==> src/rtl/mouse_stim_gen.sv <==
// Scripted pointer stimulus: waits at the origin, walks a selectable trajectory,
// then clicks the left button and pulses done.
//
// state   | meaning
// --------+---------------------------------------------------------------
// IDLE    | waiting for start; position holds its last value
// WAIT    | pointer parked at (0,0) for WAIT_CYC cycles
// MOVE    | one position update per cycle along the latched trajectory
// PRESS   | position held, mouse_left high for CLICK_CYC cycles
// RELEASE | one cycle, mouse_left low, done pulsed
module mouse_stim_gen #(
    parameter int XW        = 12,
    parameter int X_MAX     = 1023,
    parameter int Y_MAX     = 767,
    parameter int WAIT_CYC  = 2000,
    parameter int STEP      = 1,
    parameter int CLICK_CYC = 16
) (
    input  logic          pclk,
    input  logic          rst_n,
    input  logic          start,
    input  logic [1:0]    mode,
    output logic [XW-1:0] mouse_xpos,
    output logic [XW-1:0] mouse_ypos,
    output logic          mouse_left,
    output logic          busy,
    output logic          done
);

    localparam int CNT_MAX = (WAIT_CYC > CLICK_CYC) ? WAIT_CYC : CLICK_CYC;
    localparam int CW      = (CNT_MAX > 1) ? $clog2(CNT_MAX) : 1;

    localparam logic [XW-1:0] X_LIM  = XW'(X_MAX);
    localparam logic [XW-1:0] Y_LIM  = XW'(Y_MAX);
    localparam logic [XW-1:0] STEP_N = XW'(STEP);
    localparam logic [XW:0]   STEP_W = (XW+1)'(STEP);

    localparam logic [1:0] M_DIAG  = 2'd0;
    localparam logic [1:0] M_HORIZ = 2'd1;
    localparam logic [1:0] M_RECT  = 2'd2;
    localparam logic [1:0] M_DRAG  = 2'd3;

    typedef enum logic [2:0] {
        IDLE    = 3'd0,
        WAIT    = 3'd1,
        MOVE    = 3'd2,
        PRESS   = 3'd3,
        RELEASE = 3'd4
    } state_t;

    state_t        state, state_next;
    logic [CW-1:0] cnt_r, cnt_next;
    logic [1:0]    mode_r, mode_next;
    logic [1:0]    side_r, side_next;
    logic [XW-1:0] x_next, y_next;
    logic          left_next, done_next;

    logic [XW:0]   x_sum, y_sum;
    logic [XW-1:0] x_inc, y_inc, x_dec, y_dec;

    // Updates are formed one bit wider so an overshoot past the limit clamps instead of wrapping.
    always_comb begin
        x_sum = {1'b0, mouse_xpos} + STEP_W;
        y_sum = {1'b0, mouse_ypos} + STEP_W;
        x_inc = (x_sum > {1'b0, X_LIM}) ? X_LIM : x_sum[XW-1:0];
        y_inc = (y_sum > {1'b0, Y_LIM}) ? Y_LIM : y_sum[XW-1:0];
        x_dec = (mouse_xpos < STEP_N) ? '0 : mouse_xpos - STEP_N;
        y_dec = (mouse_ypos < STEP_N) ? '0 : mouse_ypos - STEP_N;
    end

    always_ff @(posedge pclk or negedge rst_n) begin
        if (!rst_n) begin
            state      <= IDLE;
            cnt_r      <= '0;
            mode_r     <= '0;
            side_r     <= '0;
            mouse_xpos <= '0;
            mouse_ypos <= '0;
            mouse_left <= 1'b0;
            done       <= 1'b0;
        end else begin
            state      <= state_next;
            cnt_r      <= cnt_next;
            mode_r     <= mode_next;
            side_r     <= side_next;
            mouse_xpos <= x_next;
            mouse_ypos <= y_next;
            mouse_left <= left_next;
            done       <= done_next;
        end
    end

    always_comb begin
        state_next = state;
        cnt_next   = cnt_r;
        mode_next  = mode_r;
        side_next  = side_r;
        x_next     = mouse_xpos;
        y_next     = mouse_ypos;

        case (state)
            IDLE: begin
                if (start) begin
                    state_next = WAIT;
                    mode_next  = mode;
                    side_next  = 2'd0;
                    cnt_next   = CW'(WAIT_CYC - 1);
                    x_next     = '0;
                    y_next     = '0;
                end
            end
            WAIT: begin
                if (cnt_r == '0) state_next = MOVE;
                else             cnt_next   = cnt_r - CW'(1);
            end
            MOVE: begin
                case (mode_r)
                    M_HORIZ: begin
                        x_next = x_inc;
                        y_next = '0;
                        if (x_inc == X_LIM) state_next = PRESS;
                    end
                    M_RECT: begin
                        // side_r: 0 right along top, 1 down, 2 left along bottom, 3 up
                        case (side_r)
                            2'd0: begin
                                x_next = x_inc;
                                if (x_inc == X_LIM) side_next = 2'd1;
                            end
                            2'd1: begin
                                y_next = y_inc;
                                if (y_inc == Y_LIM) side_next = 2'd2;
                            end
                            2'd2: begin
                                x_next = x_dec;
                                if (x_dec == '0) side_next = 2'd3;
                            end
                            default: begin
                                y_next = y_dec;
                                if (y_dec == '0) state_next = PRESS;
                            end
                        endcase
                    end
                    default: begin
                        x_next = x_inc;
                        y_next = y_inc;
                        if (x_inc == X_LIM && y_inc == Y_LIM) state_next = PRESS;
                    end
                endcase
                if (state_next == PRESS) cnt_next = CW'(CLICK_CYC - 1);
            end
            PRESS: begin
                if (cnt_r == '0) state_next = RELEASE;
                else             cnt_next   = cnt_r - CW'(1);
            end
            RELEASE: state_next = IDLE;
            default: state_next = IDLE;
        endcase

        left_next = (state_next == PRESS) ||
                    (state_next == MOVE && mode_next == M_DRAG);
        done_next = (state_next == RELEASE);
    end

    assign busy = (state != IDLE);

endmodule

==> config.mk <==
export PLATFORM = sky130hd
export DESIGN_NAME = mouse_stim_gen
export DESIGN_NICKNAME = d
export VERILOG_FILES = /design/src/rtl/mouse_stim_gen.sv
export SDC_FILE = /design/constraint.sdc
export NUM_CORES = 1
export LEC_CHECK = 0
export CAP_MARGIN = 20
export CORE_ASPECT_RATIO = 1.25
export CORE_MARGIN = 3
export CORE_UTILIZATION = 25
export CTS_CLUSTER_DIAMETER = 40
export DETAILED_ROUTE_END_ITERATION = 12
export HOLD_SLACK_MARGIN = 0.03
export MAX_ROUTING_LAYER = met4
export SLEW_MARGIN = 25
export SYNTH_ARGS = -nofsm -noshare
export SYNTH_HDL_FRONTEND = slang
export SYNTH_SLANG_ARGS = --single-unit
export TNS_END_PERCENT = 1
==> constraint.sdc <==
create_clock -name pclk -period 3 [get_ports pclk]
set_input_delay 0.45 -clock pclk [delete_from_list [all_inputs] [get_ports pclk]]
set_output_delay 0.45 -clock pclk [all_outputs]
set_load 0.05 [all_outputs]
* Word-level counts from Yosys, hierarchy flattened *
Index checks and enable logic that the tools add are counted.

operators by class
  add/subtract/negate cells = 5
  order comparisons = 4
  equality and inequality tests = 24
  mux-type cells = 34
  reductions and logical operators = 18

operators with widths
  cell                     number
  $pmux W12 S2             5
  $mux W12                 6
  $mux W11                 3
  $pmux W11 S3             1
  $add A12 B1 Y13 const B  2
  $gt A13 B10 Y1 const B   2
  $eq A12 B10 Y1 const B   2
  $logic_not A12 Y1        2
  $lt A12 B1 Y1 const B    2
  $mux W3                  8
  $sub A12 B1 Y12 const B  2
  $eq A3 B2 Y1 const B     5
  $mux W2                  7
  $ne A3 B3 Y1 const B     4
  $pmux W3 S4              1
  $logic_not A11 Y1        1
  $sub A11 B1 Y11 const B  1
  $reduce_and A7 Y1        1
  $eq A2 B2 Y1 const B     3
  $ne A2 B2 Y1 const B     3
  $pmux W2 S3              1
  $pmux W3 S2              1
  $reduce_and A3 Y1        2
  $reduce_bool A3 Y1       2
  15 further kinds         18

word-level totals
  bits in registers = 44
  bits of input ports = 5
  output and inout bits = 27
  logic and storage cells = 93

* Depth between registers and ports, before layout *
  depth after elaboration = 12
  depth in mapped cells = 12
  depth with buffers taken out = 9

* Worst setup path after synthesis *
No wires, ideal clock.

  path kind = register -> register
  from = register mouse_ypos[0]
  to = register cnt_r[4]
  arrival = 3.111 ns
  path slack = -0.235 ns
  cell stages (with the launch flop) = 13
  cells stage by stage = dfrtp_1 > clkbuf_1 > inv_1 > ha_1 > or3b_1 > buf_2 > or2_4 > or3_1 > a211oi_2 > a31o_4 > o21ai_2 > buf_6 > a211o_1

between the ends
  word-level cells in the longest chain between the ends = 11
  elaborated cells on any way between the ends = 17
  classes of those cells = 2 x add/sub; 2 x order compare; 3 x eq/ne; 7 x mux; 3 x reduce/logical

ends and longest elaborated chain
  what                             RTL line  text
  start, declared                  24        output logic [XW-1:0] mouse_ypos,
  start signal, assigned           87        mouse_ypos <= y_next;
  $add A12 B1 Y13                  64        y_sum = {1'b0, mouse_ypos} + STEP_W;
  $gt A13 B10 Y1                   66        y_inc = (y_sum > {1'b0, Y_LIM}) ? Y_LIM : y_sum[XW-1:0];
  $mux W12                         66
  $eq A12 B10 Y1                   147       if (x_inc == X_LIM && y_inc == Y_LIM) state_next = PRESS;
  $logic_and A1 B1 Y1              147
  $mux W3                          147
  $pmux W3 S2 (*)                  117       case (mode_r)
  $mux W3 (*)                      101       case (state)
  $eq A3 B2 Y1 (*)                 150       if (state_next == PRESS) cnt_next = CW'(CLICK_CYC - 1);
  $ne A2 B2 Y1 (no line) (*)       n/a
  $reduce_and A4 Y1 (no line) (*)  n/a
  end signal, assigned             83        cnt_r <= cnt_next;
  end, declared                    52        logic [CW-1:0] cnt_r, cnt_next;

Every way passes the cells marked *; elsewhere a longest branch is shown, timed or not. The select of a mux whose other input is x is not followed.
A chain may end at the register's enable or synchronous reset.

* Worst setup path in the final report *
  from = register mouse_ypos[1]
  to = register cnt_r[4]

Same word-level chain as after synthesis.

==> impl_metrics.toml <==
[route]
postRouteAntennaNets = 0
dr_wl_met3_um = 496
post_drt_wl_per_cell_um = 16.02
vias = 3988
finalWirelength_mm = 11.68
wl_met1_mm = 5.047
first_iter_violations = 374
top_layer = "met4"
firstDrtPassIters = 5
dr_wl_met2_mm = 5.904
drc = 0
vias_per_cell = 5.471

[synthesis]
synthesis.nets = 526
synth_cells = 507
avgSynthCellArea_um2 = 7.576
synth_seq_cells = 44
synthAdderAreaFrac = 0.04560
synth_top_family_by_area = "simple AND/OR/NAND/NOR gates"
yosysWarnings = 0
syn_area_mm2 = 0.003841
synth_edf_count = 0
ys.flop_type = "dfrtp_1"
synth_compound_area_frac = 0.2596
ys_seq_area_frac = 0.2866
async_reset_ff_frac = 1.000
synth_xor_xnor_area_share = 0.04104
synth_simple_gate_area_frac = 0.2886
ys_types = 72
synthMuxAreaShare = 0.01661

[timing]
max_freq_ghz = 0.3432
setup_viol = 0
relSlewSlack = 0.5050
whs_ps = 231.8
finClkSkew_ps = 8.641
worst_pin_slew_ps = 741.0
slew_violations = 0
period_needed_ps = 2914
hold_viol = 0
fin_crit_sh = 0.9713
rsz0062_at_grt = "yes"
finalWorstSetupSlack_ps = 86.15

[setup_path]
rr_endpoint = "cnt_r[4]$_DFFE_PN0P_"
crit_slowest_cell = "or4_4"
crit_path_cell_trace = "or4_4, nor3_1, nand2_1, o21ai_0, a31o_4, o21ai_2, buf_4, a211o_1"
arrival_ps = 3110
max_stage_delay_ps = 600
reg2reg_from = "mouse_ypos[1]$_DFFE_PN0P_"
cp.buffers_inverters = 1
start_kind = "register"
crit_family = "simple AND/OR/NAND/NOR gates"
worst-setup-path-type = "register to register"
end_kind = "register"
regToRegSetupSlack_ps = 90
reg2reg_depth = 8
cp_max_fo = 13
worstSetupStartpoint = "mouse_ypos[1]$_DFFE_PN0P_"
cp.required_ps = 3200
worst-path-stages = 8

[power]
p_per_area_mw_per_mm2 = 460.8
leakagePower_nw = 1.978
max-vdd-ir-drop_uv = 174.4

[floorplanning]
die_area_mm2 = 0.01690
die_h_um = 144.6
placementRows = 50
coreArea_mm2 = 0.01501
io_pins = 32
start_util = 0.2558
chipWidth_um = 116.9

[status]
status = "finished clean"

[clock_network]
cts_buffers = 5
cts_tree = "yes"
cts_setup_buffers = 0
clk_latency_ps = 310
htree_levels = 2
cts_sinks = 44
clock_path_buffers = 2
cts.clk_slew.worst_paths_ps = 70
root_buffer = "clkbuf_16"
hold_buffers = 0

[grt]
grt_pass1_vias = 3875
antenna_found_initial = 0
gr-total-overflow = 0
grt_pass1_wl_mm = 19.19
grtUsageTotal = 0.1459
grt_start_max_net_pins = 45

[placement]
preCtsSetupSlack_ps = 129.0
gp_congestion = 0.9198
port_buffers = 31
dp_hpwl_mm = 8.750

[cells_and_area]
syn2layout_area_growth_pct = 22.61
finalNetCount = 565
final_cell_mix = "55 x nand2_1, 51 x nor2_1, 44 x o21ai_0"
layout_commonest_cell = "nand2_1"
drive_gt1_frac = 0.1353
diodes = 0

[flow_run]
cap_violations = 0

[hold_path]
hold_class = "primary input to asynchronous set/reset pin"
## synth_stat cells (3+ instances only)
cell type / instances / area [µm²]
a211o_1: 3 / 26.28
or3_1: 5 / 31.28
o2bb2ai_1: 8 / 70.07
and4_1: 3 / 26.28
ha_1: 14 / 175.2
a21oi_1: 19 / 95.09
o21ai_0: 44 / 220.2
a31oi_1: 7 / 43.79
nor3_1: 22 / 110.1
o31ai_1: 6 / 45.04
mux2_2: 3 / 33.78
o21a_1: 4 / 30.03
clkbuf_1: 27 / 101.4
buf_2: 7 / 35.03
and3_1: 8 / 50.05
mux2i_1: 3 / 30.03
o211ai_1: 8 / 60.06
or2_2: 4 / 25.02
nor4_1: 11 / 68.82
nand2b_1: 4 / 25.02
nor2b_1: 12 / 75.07
o41ai_1: 4 / 35.03
nand3_1: 23 / 115.1
dfrtp_1: 44 / 1101
inv_1: 23 / 86.33
nand4_1: 7 / 43.79
xor2_1: 5 / 43.79
nor2_1: 52 / 195.2
nand2_1: 55 / 206.5
xnor2_1: 13 / 113.9
a2bb2oi_1: 3 / 26.28
## timing repair
item | in CTS | in global routing
endpoints found under the hold margin | 0 | 0
gates resized for setup | 0 | 4
endpoints found under the setup margin | 0 | 10
## logic make-up (layout without fill, tap and decap cells)
| kind of cell | after synthesis | after routing |
|---|---|---|
| xor gates and xnor gates | 18 | 18 |
| and+or+nand+nor | 222 | 222 |
| muxes | 6 | 6 |
| adders and majority gates | 14 | 14 |
| buffers and inverters | 59 | 99 |
| AOI/OAI and AO/OA | 144 | 144 |
| DFF | 44 | 44 |
## layer usage
metal | vias up | track usage
li1 | 1929 | -
met1 | 1928 | 0.1754
met2 | 114 | 0.2448
met3 | 17 | 0.03223
met4 | 0 | 0.04106
met5 | - | -
## final cells by class
type                       count  area, µm²
timing repair buffer          68      583.1
sequential                    44       1105
clock buffer                   6      138.9
clock inverter                 2      38.79
tap                          182      227.7
fill                        1597      10300
multi-input combinational    404       2530
inverter                      23      86.33
## power breakdown
group / switching [mW] / internal [mW] / total (mW) / leakage (nW)
combinational: 0.475 / 0.316 / 0.791 / 1.32
clock: 0.261 / 0.418 / 0.678 / 0.0871
sequential: 0.0534 / 0.647 / 0.700 / 0.569
total: 0.790 / 1.38 / 2.17 / 1.98
## how the worst max path moves through the flow
stage	end
after floorplan	cnt_r[1]$_DFFE_PN0P_
after global routing	cnt_r[4]$_DFFE_PN0P_
final	cnt_r[4]$_DFFE_PN0P_
after detailed placement	cnt_r[4]$_DFFE_PN0P_
after CTS	cnt_r[4]$_DFFE_PN0P_
after global placement	cnt_r[4]$_DFFE_PN0P_
## state kept, by name, summed over array words and instances (netlist names)
signal and flops:
cnt_r 11, done 1, mode_r 2, mouse_left 1, mouse_xpos 12, mouse_ypos 12, side_r 2, state 3
## metrics by stage
stage	setup TNS, ps	instances	util	area (µm²)	total power [mW]
floorplan	0	507	-	3872	1.269
global placement	0	721	0.3008	4516	1.480
detailed placement	0	721	0.3008	4516	1.492
CTS	0	729	0.3126	4693	2.181
global route	-135.4	729	0.3137	4710	2.295
finish	0	729	0.3137	4710	2.170
(Power assumes the default switching activity.)
